**src/rtl/dmem_pkg.sv**
```systemverilog
// Shared encodings for the MEM-stage data-memory controller.
package dmem_pkg;

    typedef enum logic [1:0] {
        SZ_BYTE = 2'b00,
        SZ_HALF = 2'b01,
        SZ_WORD = 2'b10,
        SZ_ILL  = 2'b11
    } size_e;

    typedef enum logic [1:0] {
        S_IDLE = 2'b00,
        S_BUSY = 2'b01,
        S_DONE = 2'b10,
        S_ERR  = 2'b11
    } state_e;

    localparam logic RW_LOAD  = 1'b0;
    localparam logic RW_STORE = 1'b1;

endpackage

```
**src/rtl/dmem_if.sv**
```systemverilog
// Word-wide memory bus with req/ack handshake between controller and memory.
interface dmem_if;
    logic        mem_req;
    logic        mem_we;
    logic [31:0] mem_addr;
    logic [3:0]  mem_wstrb;
    logic [31:0] mem_wdata;
    logic        mem_ack;
    logic [31:0] mem_rdata;

    modport master (
        output mem_req, mem_we, mem_addr, mem_wstrb, mem_wdata,
        input  mem_ack, mem_rdata
    );

    modport slave (
        input  mem_req, mem_we, mem_addr, mem_wstrb, mem_wdata,
        output mem_ack, mem_rdata
    );
endinterface

```
**src/rtl/dmem_lane.sv**
```systemverilog
// Byte-lane steering: store strobes/replication, load extraction/extension,
// and the alignment/size legality check.
module dmem_lane
    import dmem_pkg::*;
(
    input  size_e       size,
    input  logic [1:0]  off,
    input  logic        load_un,
    input  logic [31:0] wdata,
    input  logic [31:0] rdata,
    output logic [3:0]  wstrb,
    output logic [31:0] wdata_rep,
    output logic [31:0] rdata_ext,
    output logic        bad
);
    logic [31:0] sh_b;
    logic [31:0] sh_h;

    always_comb begin
        wstrb     = '0;
        wdata_rep = '0;
        rdata_ext = '0;
        bad       = 1'b0;
        sh_b      = rdata >> {off, 3'b000};
        sh_h      = rdata >> {off[1], 4'b0000};
        case (size)
            SZ_BYTE: begin
                wstrb     = 4'b0001 << off;
                wdata_rep = {4{wdata[7:0]}};
                rdata_ext = {{24{~load_un & sh_b[7]}}, sh_b[7:0]};
            end
            SZ_HALF: begin
                wstrb     = 4'b0011 << off;
                wdata_rep = {2{wdata[15:0]}};
                rdata_ext = {{16{~load_un & sh_h[15]}}, sh_h[15:0]};
                bad       = off[0];
            end
            SZ_WORD: begin
                wstrb     = 4'b1111;
                wdata_rep = wdata;
                rdata_ext = rdata;
                bad       = (off != 2'b00);
            end
            default: bad = 1'b1;
        endcase
    end
endmodule

```
**src/rtl/dmem_ctrl.sv**
```systemverilog
// MEM-stage access controller: sequences one load/store over the memory bus,
// stalls the pipeline meanwhile, and reports misaligned/illegal/timeout errors.
module dmem_ctrl
    import dmem_pkg::*;
#(
    parameter int unsigned TIMEOUT = 15
) (
    input  logic        clock,
    input  logic        reset,
    input  logic        req_valid,
    output logic        req_ready,
    input  logic        mem_rw,
    input  logic [1:0]  access_size,
    input  logic        load_un,
    input  logic [31:0] addr,
    input  logic [31:0] wdata,
    output logic [31:0] rdata,
    output logic        rsp_valid,
    output logic        err,
    output logic        stall,
    dmem_if.master      mem
);
    localparam logic [7:0] CNT_LAST = 8'(TIMEOUT - 1);

    state_e      state, state_n;
    logic [7:0]  cnt;
    size_e       size_q;
    logic [1:0]  off_q;
    logic        un_q;
    logic        rw_q;

    size_e       lane_size;
    logic [1:0]  lane_off;
    logic        lane_un;
    logic [3:0]  lane_wstrb;
    logic [31:0] lane_wdata;
    logic [31:0] lane_rdata;
    logic        lane_bad;

    // One lane instance serves both phases: live request fields in IDLE,
    // latched fields while the access is outstanding.
    assign lane_size = (state == S_IDLE) ? size_e'(access_size) : size_q;
    assign lane_off  = (state == S_IDLE) ? addr[1:0] : off_q;
    assign lane_un   = (state == S_IDLE) ? load_un : un_q;

    dmem_lane u_lane (
        .size      (lane_size),
        .off       (lane_off),
        .load_un   (lane_un),
        .wdata     (wdata),
        .rdata     (mem.mem_rdata),
        .wstrb     (lane_wstrb),
        .wdata_rep (lane_wdata),
        .rdata_ext (lane_rdata),
        .bad       (lane_bad)
    );

    assign req_ready = (state == S_IDLE);
    assign stall     = req_valid & ~rsp_valid;

    always_ff @(posedge clock) begin
        if (reset) state <= S_IDLE;
        else       state <= state_n;
    end

    always_comb begin
        state_n = state;
        case (state)
            S_IDLE: if (req_valid) state_n = lane_bad ? S_ERR : S_BUSY;
            S_BUSY: begin
                if (mem.mem_ack)          state_n = S_DONE;
                else if (cnt == CNT_LAST) state_n = S_ERR;
            end
            default: state_n = S_IDLE;
        endcase
    end

    always_ff @(posedge clock) begin
        if (reset) begin
            cnt           <= '0;
            size_q        <= SZ_BYTE;
            off_q         <= '0;
            un_q          <= 1'b0;
            rw_q          <= RW_LOAD;
            rdata         <= '0;
            rsp_valid     <= 1'b0;
            err           <= 1'b0;
            mem.mem_req   <= 1'b0;
            mem.mem_we    <= 1'b0;
            mem.mem_addr  <= '0;
            mem.mem_wstrb <= '0;
            mem.mem_wdata <= '0;
        end else begin
            rsp_valid <= 1'b0;
            err       <= 1'b0;
            case (state)
                S_IDLE: begin
                    if (req_valid) begin
                        if (lane_bad) begin
                            rsp_valid <= 1'b1;
                            err       <= 1'b1;
                            rdata     <= '0;
                        end else begin
                            size_q        <= size_e'(access_size);
                            off_q         <= addr[1:0];
                            un_q          <= load_un;
                            rw_q          <= mem_rw;
                            cnt           <= '0;
                            mem.mem_req   <= 1'b1;
                            mem.mem_we    <= mem_rw;
                            mem.mem_addr  <= {addr[31:2], 2'b00};
                            mem.mem_wstrb <= (mem_rw == RW_STORE) ? lane_wstrb : 4'b0000;
                            mem.mem_wdata <= lane_wdata;
                        end
                    end
                end
                S_BUSY: begin
                    cnt <= cnt + 8'd1;
                    if (mem.mem_ack) begin
                        mem.mem_req <= 1'b0;
                        mem.mem_we  <= 1'b0;
                        rsp_valid   <= 1'b1;
                        rdata       <= (rw_q == RW_STORE) ? '0 : lane_rdata;
                    end else if (cnt == CNT_LAST) begin
                        mem.mem_req <= 1'b0;
                        mem.mem_we  <= 1'b0;
                        rsp_valid   <= 1'b1;
                        err         <= 1'b1;
                        rdata       <= '0;
                    end
                end
                default: ;
            endcase
        end
    end
endmodule

```
**src/flat_wrapper.sv**
```systemverilog
// flat-port wrapper written by rule: the top's interface ports become plain ports
module dmem_ctrl_flat import dmem_pkg::*;
#(
    parameter int unsigned TIMEOUT = 15
)
  (clock, reset, req_valid, req_ready, mem_rw, access_size, load_un, addr, wdata, rdata, rsp_valid, err, stall, mem_mem_req, mem_mem_we, mem_mem_addr, mem_mem_wstrb, mem_mem_wdata, mem_mem_ack, mem_mem_rdata);
  dmem_if mem_i ();
  input  logic clock;
  input  logic reset;
  input  logic req_valid;
  output logic req_ready;
  input  logic mem_rw;
  input  logic [1:0] access_size;
  input  logic load_un;
  input  logic [31:0] addr;
  input  logic [31:0] wdata;
  output logic [31:0] rdata;
  output logic rsp_valid;
  output logic err;
  output logic stall;
  output wire logic [$bits(mem_i.mem_req)-1:0] mem_mem_req;
  output wire logic [$bits(mem_i.mem_we)-1:0] mem_mem_we;
  output wire logic [$bits(mem_i.mem_addr)-1:0] mem_mem_addr;
  output wire logic [$bits(mem_i.mem_wstrb)-1:0] mem_mem_wstrb;
  output wire logic [$bits(mem_i.mem_wdata)-1:0] mem_mem_wdata;
  input wire logic [$bits(mem_i.mem_ack)-1:0] mem_mem_ack;
  input wire logic [$bits(mem_i.mem_rdata)-1:0] mem_mem_rdata;
  assign mem_mem_req = mem_i.mem_req;
  assign mem_mem_we = mem_i.mem_we;
  assign mem_mem_addr = mem_i.mem_addr;
  assign mem_mem_wstrb = mem_i.mem_wstrb;
  assign mem_mem_wdata = mem_i.mem_wdata;
  assign mem_i.mem_ack = mem_mem_ack;
  assign mem_i.mem_rdata = mem_mem_rdata;
  dmem_ctrl #(.TIMEOUT(TIMEOUT)) u_core (.clock(clock), .reset(reset), .req_valid(req_valid), .req_ready(req_ready), .mem_rw(mem_rw), .access_size(access_size), .load_un(load_un), .addr(addr), .wdata(wdata), .rdata(rdata), .rsp_valid(rsp_valid), .err(err), .stall(stall), .mem(mem_i));
endmodule
```
**config.mk**
```make
export PLATFORM = sky130hd
export DESIGN_NAME = dmem_ctrl_flat
export DESIGN_NICKNAME = d
export VERILOG_FILES = /design/src/rtl/dmem_pkg.sv /design/src/rtl/dmem_if.sv /design/src/rtl/dmem_lane.sv /design/src/rtl/dmem_ctrl.sv /design/src/flat_wrapper.sv
export SDC_FILE = /design/constraint.sdc
export NUM_CORES = 1
export LEC_CHECK = 0
export ABC_AREA = 1
export CORE_MARGIN = 2
export CORE_UTILIZATION = 46
export CTS_CLUSTER_SIZE = 8
export DETAILED_ROUTE_END_ITERATION = 8
export PLACE_DENSITY = 0.82
export SLEW_MARGIN = 20
export SYNTH_ARGS = -nofsm -noshare
export SYNTH_HDL_FRONTEND = slang
export SYNTH_SLANG_ARGS = --single-unit
```
**constraint.sdc**
```tcl
create_clock -name clock -period 2.16 [get_ports clock]
set_input_delay 0.432 -clock clock [delete_from_list [all_inputs] [get_ports clock]]
set_output_delay 0.432 -clock clock [all_outputs]
set_load 0.02 [all_outputs]
```
==> results.md, run 1 <==
- Mapped Cells: 958
- Clock Sinks: 118
- F_max: 481.8 MHz
- Hold Crit Start: u_core.mem.mem_req
- Drt total wl: 18.34 mm
- Count of pins over their slew limit: 0
- Die outline area: 13820 sq um
- Worst IR Drop VDD: 0.4881 mV
- WP data required: 1.73 ns
- P&R area growth vs syn: 51.95%
- Most used DFF post-synth: dfxtp_1
- RSZ-0062 raised after global routing: no
- CTS Buf Count: 17
- IO Port Bufs: 207
- CORE AREA: 12620 sq um
- Final hold violations: 0
- CP startpoint: req_valid
- Pin count of the biggest net entering global routing: 56
- First-pass DRT Iterations: 5
- HP Class: reg2reg
- Cells after DPL: 1331
- Initial antenna violation count: 0
- Layout Skew: 0.007135 ns
- Via-to-Cell Ratio: 4.891
- Vias in the first global route: 6202
- Clock Tree Root: clkbuf_16
- Initial Util: 0.4701
- CTS tree: done
- Hold Crit Depth: 2
- Maxcap violations: 0
- Non-Filler Instances: 1362
- Post-CTS setup buffers: 0
- Htree depth: 4
- Crit Path Category: in2out
- Leading cell types by count after synthesis: nand2_1, nor2_1, dfxtp_1
- R2r worst-path depth: 12
- YS warnings: 0
- Worst Hold Margin: 0.4624 ns
- Top cells by area, synth: dfxtp_1, nand2_1, nor2_1
- Top cell type's share of synthesized area: 0.3982
- Die width: 117.6 um
- Netlist cell types: 31
- Initial DRC count: 426
- Top-count cell post-synth: nand2_1
- Antenna-violating nets left: 0
- WL per Instance: 13.47 um
- GP Congestion: 0.8887
- Slew HR: 0.5983
- Dpl hpwl: 13.36 mm
- Post-route DRC: 0
- Leak: 0.004175 uW
- Hold EP: u_core.mem.mem_req
- Cell taking the most area after synthesis: dfxtp_1
- Die Y: 117.6 um
- Sequential Area: 2364 sq um
- Crit path launch type: input port
- Longest Clk Path Bufs: 2
- Post-synth EDFFs: 0
- Antenna diode count: 0
- Reg2reg setup slack: 0.19 ns
- #FFs+latches synth: 118
- IO Pins: 210
- Post-synth ARST share: 0
- Grt total ovfl: 0
- Syn Area/Cell: 6.192 sq um
- Final Setup Violations: 0
- Slew @ Worst Pin: 0.5980 ns
- Place WS: -0.1119 ns
- Worst Setup End Kind: primary output
- CTS clk-pin slew, worst paths: 0.05 ns
- NumNets Final: 1284
- Worst setup margin: 0.08435 ns
- Fillers: 1039
- Critical-path maximum fanout: 2
- First-pass GRT wire length: 29.61 mm
- Post-synthesis sequential area ratio: 0.3982
- GRT Overall Usage: 0.2648
- Status: finished, final reports clean
- Area of the multi-input gates: 2924 sq um
- Synthesized area: 5932 sq um
- Reg2Reg Launch Point: u_core.state[1]
- Vias: 6661
- Pwr dens: 1049 nW/um^2
- Fin crit period: 2.076 ns
- Final period util: 0.9609
- CP arrival: 1.64 ns
- Final core utilization: 0.7143
- Rows: 41
- Layout cell share with drive strength beyond 1: 0.08319
- RR Endpoint: u_core.rdata[1]
- Clk Latency, worst-skew pair: 0.42 ns
## per-stage QoR
step	total power [uW]	TNS [ns]	area [sq um]
after floorplan	5092	0	5936
after global placement	6623	-1.291	8419
after detailed placement	6699	-5.822	8419
after CTS	9497	0	9002
after global routing	10050	0	9014
final	9455	0	9014
## per-layer routing
metal / share of wire / GRT usage
met3: 0.073 / 0.07752
met2: 0.49 / 0.4613
met4: 0.023 / 0.09639
met5: 0 / 0
met1: 0.42 / 0.3085
## logic make-up (layout without fill, tap and decap cells)
family          Yosys count  in the layout  share of synthesized area
compound gates          101            101                    0.08901
fa+ha+maj                 2              2                   0.004218
buf+inv                 154            385                     0.1116
flops                   118            118                     0.3982
other cells               1              2                  0.0006322
simple gates            582            582                     0.3963
## how the worst max path moves through the flow
| stage | slack [ns] | cells past startpoint | endpoint |
|---|---|---|---|
| after global routing | 0.01 | 13 | u_core.mem.mem_addr[12] |
| after floorplan | 0.33 | 12 | u_core.mem.mem_addr[28] |
| after detailed placement | -0.11 | 12 | u_core.mem.mem_addr[5] |
| final | 0.08 | 4 | stall |
| after CTS | 0.002 | 2 | req_ready |
| after global placement | -0.05 | 9 | u_core.rdata[2] |
## critical path, stage by stage
cell and delay (ns):
clkdlybuf4s50_1 0.48, inv_1 0.06, nor2_1 0.07, clkdlybuf4s50_1 0.60
## report_power, final
group	total, uW	internal, uW	switching (uW)
Combinational	3940	1660	2280
Sequential	2750	2550	201
Clock	2760	1750	1010
## registers in the layout (all words and copies together) (netlist names)
register	count
u_core.mem.mem_req	1
u_core.mem.mem_wstrb	4
u_core.err	1
u_core.rdata	32
u_core.rw_q	1
u_core.rsp_valid	1
u_core.mem.mem_addr	30
u_core.un_q	1
u_core.state	2
u_core.mem.mem_wdata	32
u_core.size_q	2
u_core.off_q	2
u_core.mem.mem_we	1
u_core.cnt	8
## cell usage in the layout (no fill, tap or decap), types with 3 or more instances in the layout
master	count
nor2_4	3
buf_12	11
clkinvlp_4	4
inv_2	5
o21ai_1	17
o21ai_0	24
nand2_2	5
clkdlybuf4s50_1	205
inv_1	97
nor2_1	156
nand3b_1	3
nand2_1	344
o211ai_1	5
clkbuf_16	17
nand3_1	58
a21oi_1	51
dfxtp_1	117
buf_4	34
## cell type report
class | instances | share of cell area
Multi-Input combinational cell | 687 | 0.3244
Tap cell | 172 | 0.02388
Clock inverter | 11 | 0.01402
Inverter | 102 | 0.04248
Sequential cell | 118 | 0.2622
Clock buffer | 20 | 0.05067
Timing Repair Buffer | 252 | 0.2823
## repair_timing
action	4_1_cts	5_1_grt
endpoints found under the setup margin	0	100
hold buffers	0	0
resized for setup	0	5
Power figures use the tool's default switching activity.
==> run 2, diff against run 1 <==
--- a/config.mk
+++ b/config.mk
@@ -6,11 +6,13 @@
 export NUM_CORES = 1
 export LEC_CHECK = 0
 export ABC_AREA = 1
+export CELL_PAD_IN_SITES_DETAIL_PLACEMENT = 0
+export CELL_PAD_IN_SITES_GLOBAL_PLACEMENT = 1
 export CORE_MARGIN = 2
-export CORE_UTILIZATION = 46
+export CORE_UTILIZATION = 30
 export CTS_CLUSTER_SIZE = 8
 export DETAILED_ROUTE_END_ITERATION = 8
-export PLACE_DENSITY = 0.82
+export PLACE_DENSITY_LB_ADDON = 0.1
 export SLEW_MARGIN = 20
 export SYNTH_ARGS = -nofsm -noshare
 export SYNTH_HDL_FRONTEND = slang
==> results.md, run 2 (synthesized netlist as in run 1, its figures left out) <==
- Status: finished, final reports clean (unchanged)
- F_max: 488.6 MHz (was 481.8 MHz)
- Worst IR Drop VDD: 0.6147 mV (was 0.4881 mV)
- Hold EP: u_core.err (was u_core.mem.mem_req)
- Total power: 9651 uW (was 9455 uW)
- Drt total wl: 19.06 mm (was 18.34 mm)
- Fillers: 2089 (was 1039)
- Vias in the first global route: 5970 (was 6202)
- HP Class: in2reg (was reg2reg)
- Largest regs: u_core.mem.mem_wdata x32, u_core.rdata x32, u_core.mem.mem_addr x30 (unchanged)
- NumNets Final: 1296 (was 1284)
- Rows: 51 (was 41)
- First-pass GRT wire length: 30.02 mm (was 29.61 mm)
- Htree depth: 4 (unchanged)
- CTS clk-pin slew, worst paths: 0.06 ns (was 0.05 ns)
- CP arrival: 1.61 ns (was 1.64 ns)
- Maxcap violations: 0 (unchanged)
- GP Congestion: 0.8129 (was 0.8887)
- Reg2reg setup slack: 0.24 ns (was 0.19 ns)
- CP cell instances: nor2_4, clkdlybuf4s50_1 (was clkdlybuf4s50_1, inv_1, nor2_1, clkdlybuf4s50_1)
- Layout cell share with drive strength beyond 1: 0.09393 (was 0.08319)
- Layout Skew: 0.01047 ns (was 0.007135 ns)
- Reg2Reg Launch Point: u_core.state[0] (was u_core.state[1])
- Leak: 0.004248 uW (was 0.004175 uW)
- Fin crit period: 2.047 ns (was 2.076 ns)
- Post-route cell area: 9221 sq um (was 9014 sq um)
- Hold Crit Start: reset (was u_core.mem.mem_req)
- Post_cts resized: 0 (unchanged)
- First-pass DRT Iterations: 6 (was 5)
- Clk Latency, worst-skew pair: 0.42 ns (about the same)
- P&R area growth vs syn: 55.45% (was 51.95%)
- Antenna diode count: 0 (unchanged)
- Critical-path maximum fanout: 5 (was 2)
- Post-route DRC: 0 (unchanged)
- Final core utilization: 0.4738 (was 0.7143)
- IO Port Bufs: 207 (unchanged)
- Grt total ovfl: 0 (unchanged)
- Vias: 6269 (was 6661)
- Via-to-Cell Ratio: 4.270 (was 4.891)
- Antenna-violating nets left: 0 (unchanged)
- Crit Path Category: reg2out (was in2out)
- CP startpoint: u_core.state[0] (was req_valid)
- DP Area: 8606 sq um (was 8419 sq um)
- Critical path's slowest cell: clkdlybuf4s50_1 (unchanged)
- CTS Buf Count: 17 (unchanged)
- Die outline area: 20910 sq um (was 13820 sq um)
- Count of pins over their slew limit: 0 (unchanged)
- Die Y: 144.6 um (was 117.6 um)
- Final hold violations: 0 (unchanged)
- Clock Sinks: 118 (unchanged)
- Worst Setup End Kind: primary output (unchanged)
- Final period util: 0.9476 (was 0.9609)
- Pin count of the biggest net entering global routing: 64 (was 56)
- Non-Filler Instances: 1468 (was 1362)
- RR Endpoint: u_core.rdata[22] (was u_core.rdata[1])
- Initial antenna violation count: 1 (was 0)
- Hold Crit Depth: 3 (was 2)
- R2r worst-path depth: 12 (unchanged)
- Clock Tree Root: clkbuf_16 (unchanged)
- Hold buffers post-CTS: 0 (unchanged)
- Worst Hold Margin: 0.3701 ns (was 0.4624 ns)
- Die width: 144.6 um (was 117.6 um)
- Final Setup Violations: 0 (unchanged)
- Commonest non-fill, non-tap cell in the layout: nand2_1 (unchanged)
- Post-CTS setup buffers: 0 (unchanged)
- CORE AREA: 19460 sq um (was 12620 sq um)
- Initial DRC count: 180 (was 426)
- WP data required: 1.73 ns (about the same)
- CP peak stage delay: 0.64 ns (was 0.60 ns)
- Cells after DPL: 1435 (was 1331)
- CTS tree: done (unchanged)
- Crit path launch type: flop (was input port)
- GRT Overall Usage: 0.1838 (was 0.2648)
- WL per Instance: 12.99 um (was 13.47 um)
- Most frequent cells in the layout: nand2_1, clkdlybuf4s50_1, nor2_1, dfxtp_1, inv_1 (unchanged)
- Initial Util: 0.3048 (was 0.4701)
- Longest Clk Path Bufs: 2 (unchanged)
- Dpl hpwl: 13.66 mm (was 13.36 mm)
- Pwr dens: 1047 nW/um^2 (was 1049 nW/um^2)
- RSZ-0062 raised after global routing: no (unchanged)
- IO Pins: 210 (unchanged)
[run 2: changes by cell type in the layout (fill, tap and decap cells not counted), sizes merged]
cell and change:
buf +11, inv +3, clkbuf -1, clkinvlp -1
nor2 +1
[run 2: per-stage QoR]
stage | setup slack [ns] | setup TNS (ns)
4_1_cts | 0.0001298 | 0
3_3_place_gp | -0.1125 | -6.679
3_5_place_dp | -0.1223 | -7.607
6_report | 0.1132 | 0
5_1_grt | 0.006906 | 0
2_1_floorplan | 0.3298 | 0
[run 2: worst max-delay path, delay by kind of cell, from the launching register on]
| kind | cells | cell delay, ns |
|---|---|---|
| and+or+nand+nor | 1 | 0.19 |
| DFF | 1 | 0.36 |
| buffers and inverters | 1 | 0.64 |
[run 2: layout make-up]
type                       instances  area, sq um  area share
timing repair buffer             263         2615      0.2836
sequential                       118         2365      0.2564
clock inverter                    13        145.1     0.01574
inverter                         102        382.9     0.04152
clock buffer                      19        452.9     0.04912
multi-input combinational        688         2929      0.3176
tap                              265        331.6     0.03596
[run 2: per-layer routing]
layer | part of all wire | wire length (um) | GRT usage | vias to the layer above
li1 | - | - | - | 3401
met1 | 0.46 | 8738 | 0.2310 | 2690
met2 | 0.46 | 8708 | 0.3036 | 155
met3 | 0.069 | 1322 | 0.05331 | 21
met4 | 0.015 | 286 | 0.05876 | 2
met5 | 0.00042 | 8 | 0 | -
[run 2: how the worst max path moves through the flow]
stage / to / slack, ns / depth (start not counted)
5_1_grt: u_core.rdata[24] / 0.007 / 12
6_report: req_ready / 0.11 / 2
2_1_floorplan: u_core.mem.mem_addr[28] / 0.33 / 12
4_1_cts: req_ready / 0.0001 / 2
3_3_place_gp: u_core.rw_q / -0.11 / 13
3_5_place_dp: u_core.mem.mem_wstrb[0] / -0.12 / 13
[run 2: power by group]
group,switching (uW),internal (uW)
Combinational,2270,1730
Clock,1130,1770
Sequential,201,2550
==> run 3, diff against run 2 <==
--- a/config.mk
+++ b/config.mk
@@ -12,8 +12,9 @@
 export CORE_UTILIZATION = 30
 export CTS_CLUSTER_SIZE = 8
 export DETAILED_ROUTE_END_ITERATION = 8
-export PLACE_DENSITY_LB_ADDON = 0.1
+export PLACE_DENSITY = 0.87
 export SLEW_MARGIN = 20
 export SYNTH_ARGS = -nofsm -noshare
 export SYNTH_HDL_FRONTEND = slang
+export SYNTH_HIERARCHICAL = 1
 export SYNTH_SLANG_ARGS = --single-unit
==> results.md, run 3 <==
- Fin crit period: 2.079 ns (was 2.047 ns)
- Commonest non-fill, non-tap cell in the layout: nand2_1 (unchanged)
- Met2 wire len: 9.298 mm (was 8.708 mm)
- Hold buffers post-CTS: 0 (unchanged)
- WP data required: 1.73 ns (about the same)
- Vias: 6239 (was 6269)
- Worst Hold Margin: 0.4427 ns (was 0.3701 ns)
- Final period util: 0.9626 (was 0.9476)
- Worst IR Drop VDD: 0.6174 mV (was 0.6147 mV)
- IO Pins: 210 (unchanged)
- Maxcap violations: 0 (unchanged)
- Status: finished, final reports clean (unchanged)
- Grt total ovfl: 0 (unchanged)
- Met3 WL post-DR: 1.515 mm (was 1.322 mm)
- NumNets Final: 1213 (was 1296)
- YS warnings: 6 (was 0)
- First-pass DRT Iterations: 5 (was 6)
- CORE AREA: 18640 sq um (was 19460 sq um)
- Pwr dens: 966.3 nW/um^2 (was 1047 nW/um^2)
- Layout cell share with drive strength beyond 1: 0.1045 (was 0.09393)
- #FFs+latches synth: 118 (unchanged)
- Post-route DRC: 0 (unchanged)
- Cell taking the most area after synthesis: dfxtp_1 (unchanged)
- Drt total wl: 19.70 mm (was 19.06 mm)
- Hold Crit Start: reset (unchanged)
- Crit Path Category: in2out (was reg2out)
- Final hold violations: 0 (unchanged)
- Netlist cell types: 33 (was 31)
- Top-count cell post-synth: nand2_1 (unchanged)
- Vias in the first global route: 5991 (was 5970)
- Worst Setup End Kind: primary output (unchanged)
- Antenna-violating nets left: 0 (unchanged)
- Post-synth ARST share: 0 (unchanged)
- CP arrival: 1.65 ns (was 1.61 ns)
- Total power: 8682 uW (was 9651 uW)
- Leading cell types by count after synthesis: nand2_1, nor2_1, dfxtp_1 (unchanged)
- Antenna diode count: 0 (unchanged)
- Critical-path maximum fanout: 2 (was 5)
- Sequential Area: 2365 sq um (unchanged)
- Fillers: 1892 (was 2089)
- Synthesized area: 5689 sq um (was 5932 sq um)
- RSZ-0062 raised after global routing: no (unchanged)
- Dpl hpwl: 14.10 mm (was 13.66 mm)
- Largest regs: u_core/mem.mem_wdata x32, u_core/rdata x32, u_core/mem.mem_addr x30 (was u_core.mem.mem_wdata x32, u_core.rdata x32, u_core.mem.mem_addr x30)
- CTS Buf Count: 17 (unchanged)
- Post-synthesis sequential area ratio: 0.4152 (was 0.3982)
- Die Y: 141.7 um (was 144.6 um)
- Layout Skew: 0.01159 ns (was 0.01047 ns)
- Longest Clk Path Bufs: 2 (unchanged)
- Rows: 50 (was 51)
- Initial Util: 0.3052 (was 0.3048)
- Syn Area/Cell: 6.480 sq um (was 6.192 sq um)
- WL per Instance: 14.55 um (was 12.99 um)
- Count of pins over their slew limit: 0 (unchanged)
- GRT Overall Usage: 0.1966 (was 0.1838)
- Die outline area: 20080 sq um (was 20910 sq um)
- Most used DFF post-synth: dfxtp_1 (unchanged)
- CTS tree: done (unchanged)
- P&R area growth vs syn: 57.93% (was 55.45%)
- Crit path launch type: input port (was flop)
- CTS clk-pin slew, worst paths: 0.06 ns (about the same)
- Clock Sinks: 118 (unchanged)
- F_max: 480.9 MHz (was 488.6 MHz)
- Final Setup Violations: 0 (unchanged)
- Mapped Cells: 878 (was 958)
- Clock Tree Root: clkbuf_16 (unchanged)
- HP Class: in2reg (unchanged)
- First-pass GRT wire length: 31.28 mm (was 30.02 mm)
- Post-synth EDFFs: 0 (unchanged)
- Via-to-Cell Ratio: 4.608 (was 4.270)
- Most frequent cells in the layout: nand2_1, clkdlybuf4s50_1, nor2_1, dfxtp_1, o21ai_0 (was nand2_1, clkdlybuf4s50_1, nor2_1, dfxtp_1, inv_1)
- Post-route cell area: 8985 sq um (was 9221 sq um)
- DP Area: 8320 sq um (was 8606 sq um)
- Area of the multi-input gates: 2856 sq um (was 2929 sq um)
- IO Port Bufs: 207 (unchanged)
- CP startpoint: req_valid (was u_core.state[0])
- Clk Latency, worst-skew pair: 0.42 ns (about the same)
- Leak: 0.003959 uW (was 0.004248 uW)
- Die width: 141.7 um (was 144.6 um)
- Max Used Layer: met4 (was met5)
- Htree depth: 4 (unchanged)
- GP Congestion: 0.8336 (was 0.8129)
- Initial DRC count: 355 (was 180)
- Reg2Reg Launch Point: u_core/state[0] (was u_core.state[0])
- Top cells by area, synth: dfxtp_1, nand2_1, nor2_1 (unchanged)
- Pin count of the biggest net entering global routing: 69 (was 64)
- Top cell type's share of synthesized area: 0.4152 (was 0.3982)
- M1 WL: 8.651 mm (was 8.738 mm)
- Initial antenna violation count: 0 (was 1)
run 3: path summary, 6_finish.rpt:
kind | slack (ns) | endpoint | depth (start not counted)
setup / recovery | 0.08 | stall | 4
setup reg to reg | 0.18 | u_core/mem.mem_wdata[28] | 12
hold / removal | 0.44 | u_core/mem.mem_req | 3
hold reg to reg | 0.46 | u_core/rdata[11] | 2
run 3: cell type report:
class,instances,area share
clock inverters,15,0.01782
repair buffers,259,0.2923
clock buffers,17,0.04735
inverters,68,0.02883
flip-flops and latches,118,0.2632
multi-input cells,643,0.3179
well taps,234,0.03259
run 3: where the power goes:
part           internal [uW]  total (uW)  switching, uW
Sequential              2480        2640            154
Combinational           1420        3230           1810
Clock                   1640        2820           1180
Total                   5540        8680           3140
run 3: kinds of logic after synthesis:
| kind of cell | after synthesis | synth area share |
|---|---|---|
| DFF | 118 | 0.4152 |
| buffers and inverters | 118 | 0.09391 |
| and+or+nand+nor | 476 | 0.3334 |
| AOI/OAI and AO/OA | 163 | 0.1524 |
| other | 1 | 0.0006591 |
| adders and majority gates | 2 | 0.004398 |
run 3: per-layer routing:
metal / GRT usage / up-vias
li1: - / 3218
met1: 0.2436 / 2808
met2: 0.3217 / 195
met3: 0.07054 / 18
met4: 0.05789 / 0
met5: 0 / -
run 3: timing repair:
item | CTS | global route
buffers inserted | 0 | 3
resized for setup | 2 | 15
pin swaps | 0 | 3
endpoints found under the setup margin | 3 | 116
run 3: through the flow:
stage                     std cells  utilization  worst slack, ns  TNS [ns]
after floorplan                 879            -         0.004958         0
after detailed placement       1319       0.4463          -0.2359    -18.41
after CTS                      1351       0.4783         0.004404         0
after global placement         1319       0.4463          -0.1716    -8.985
after global routing           1354       0.4819         0.006083         0
final                          1354       0.4819          0.08078         0
run 3: worst max-delay path, cell delays in order:
cell and delay, ns:
clkdlybuf4s50_1 0.48, inv_1 0.06, nor2_1 0.08, clkdlybuf4s50_1 0.60
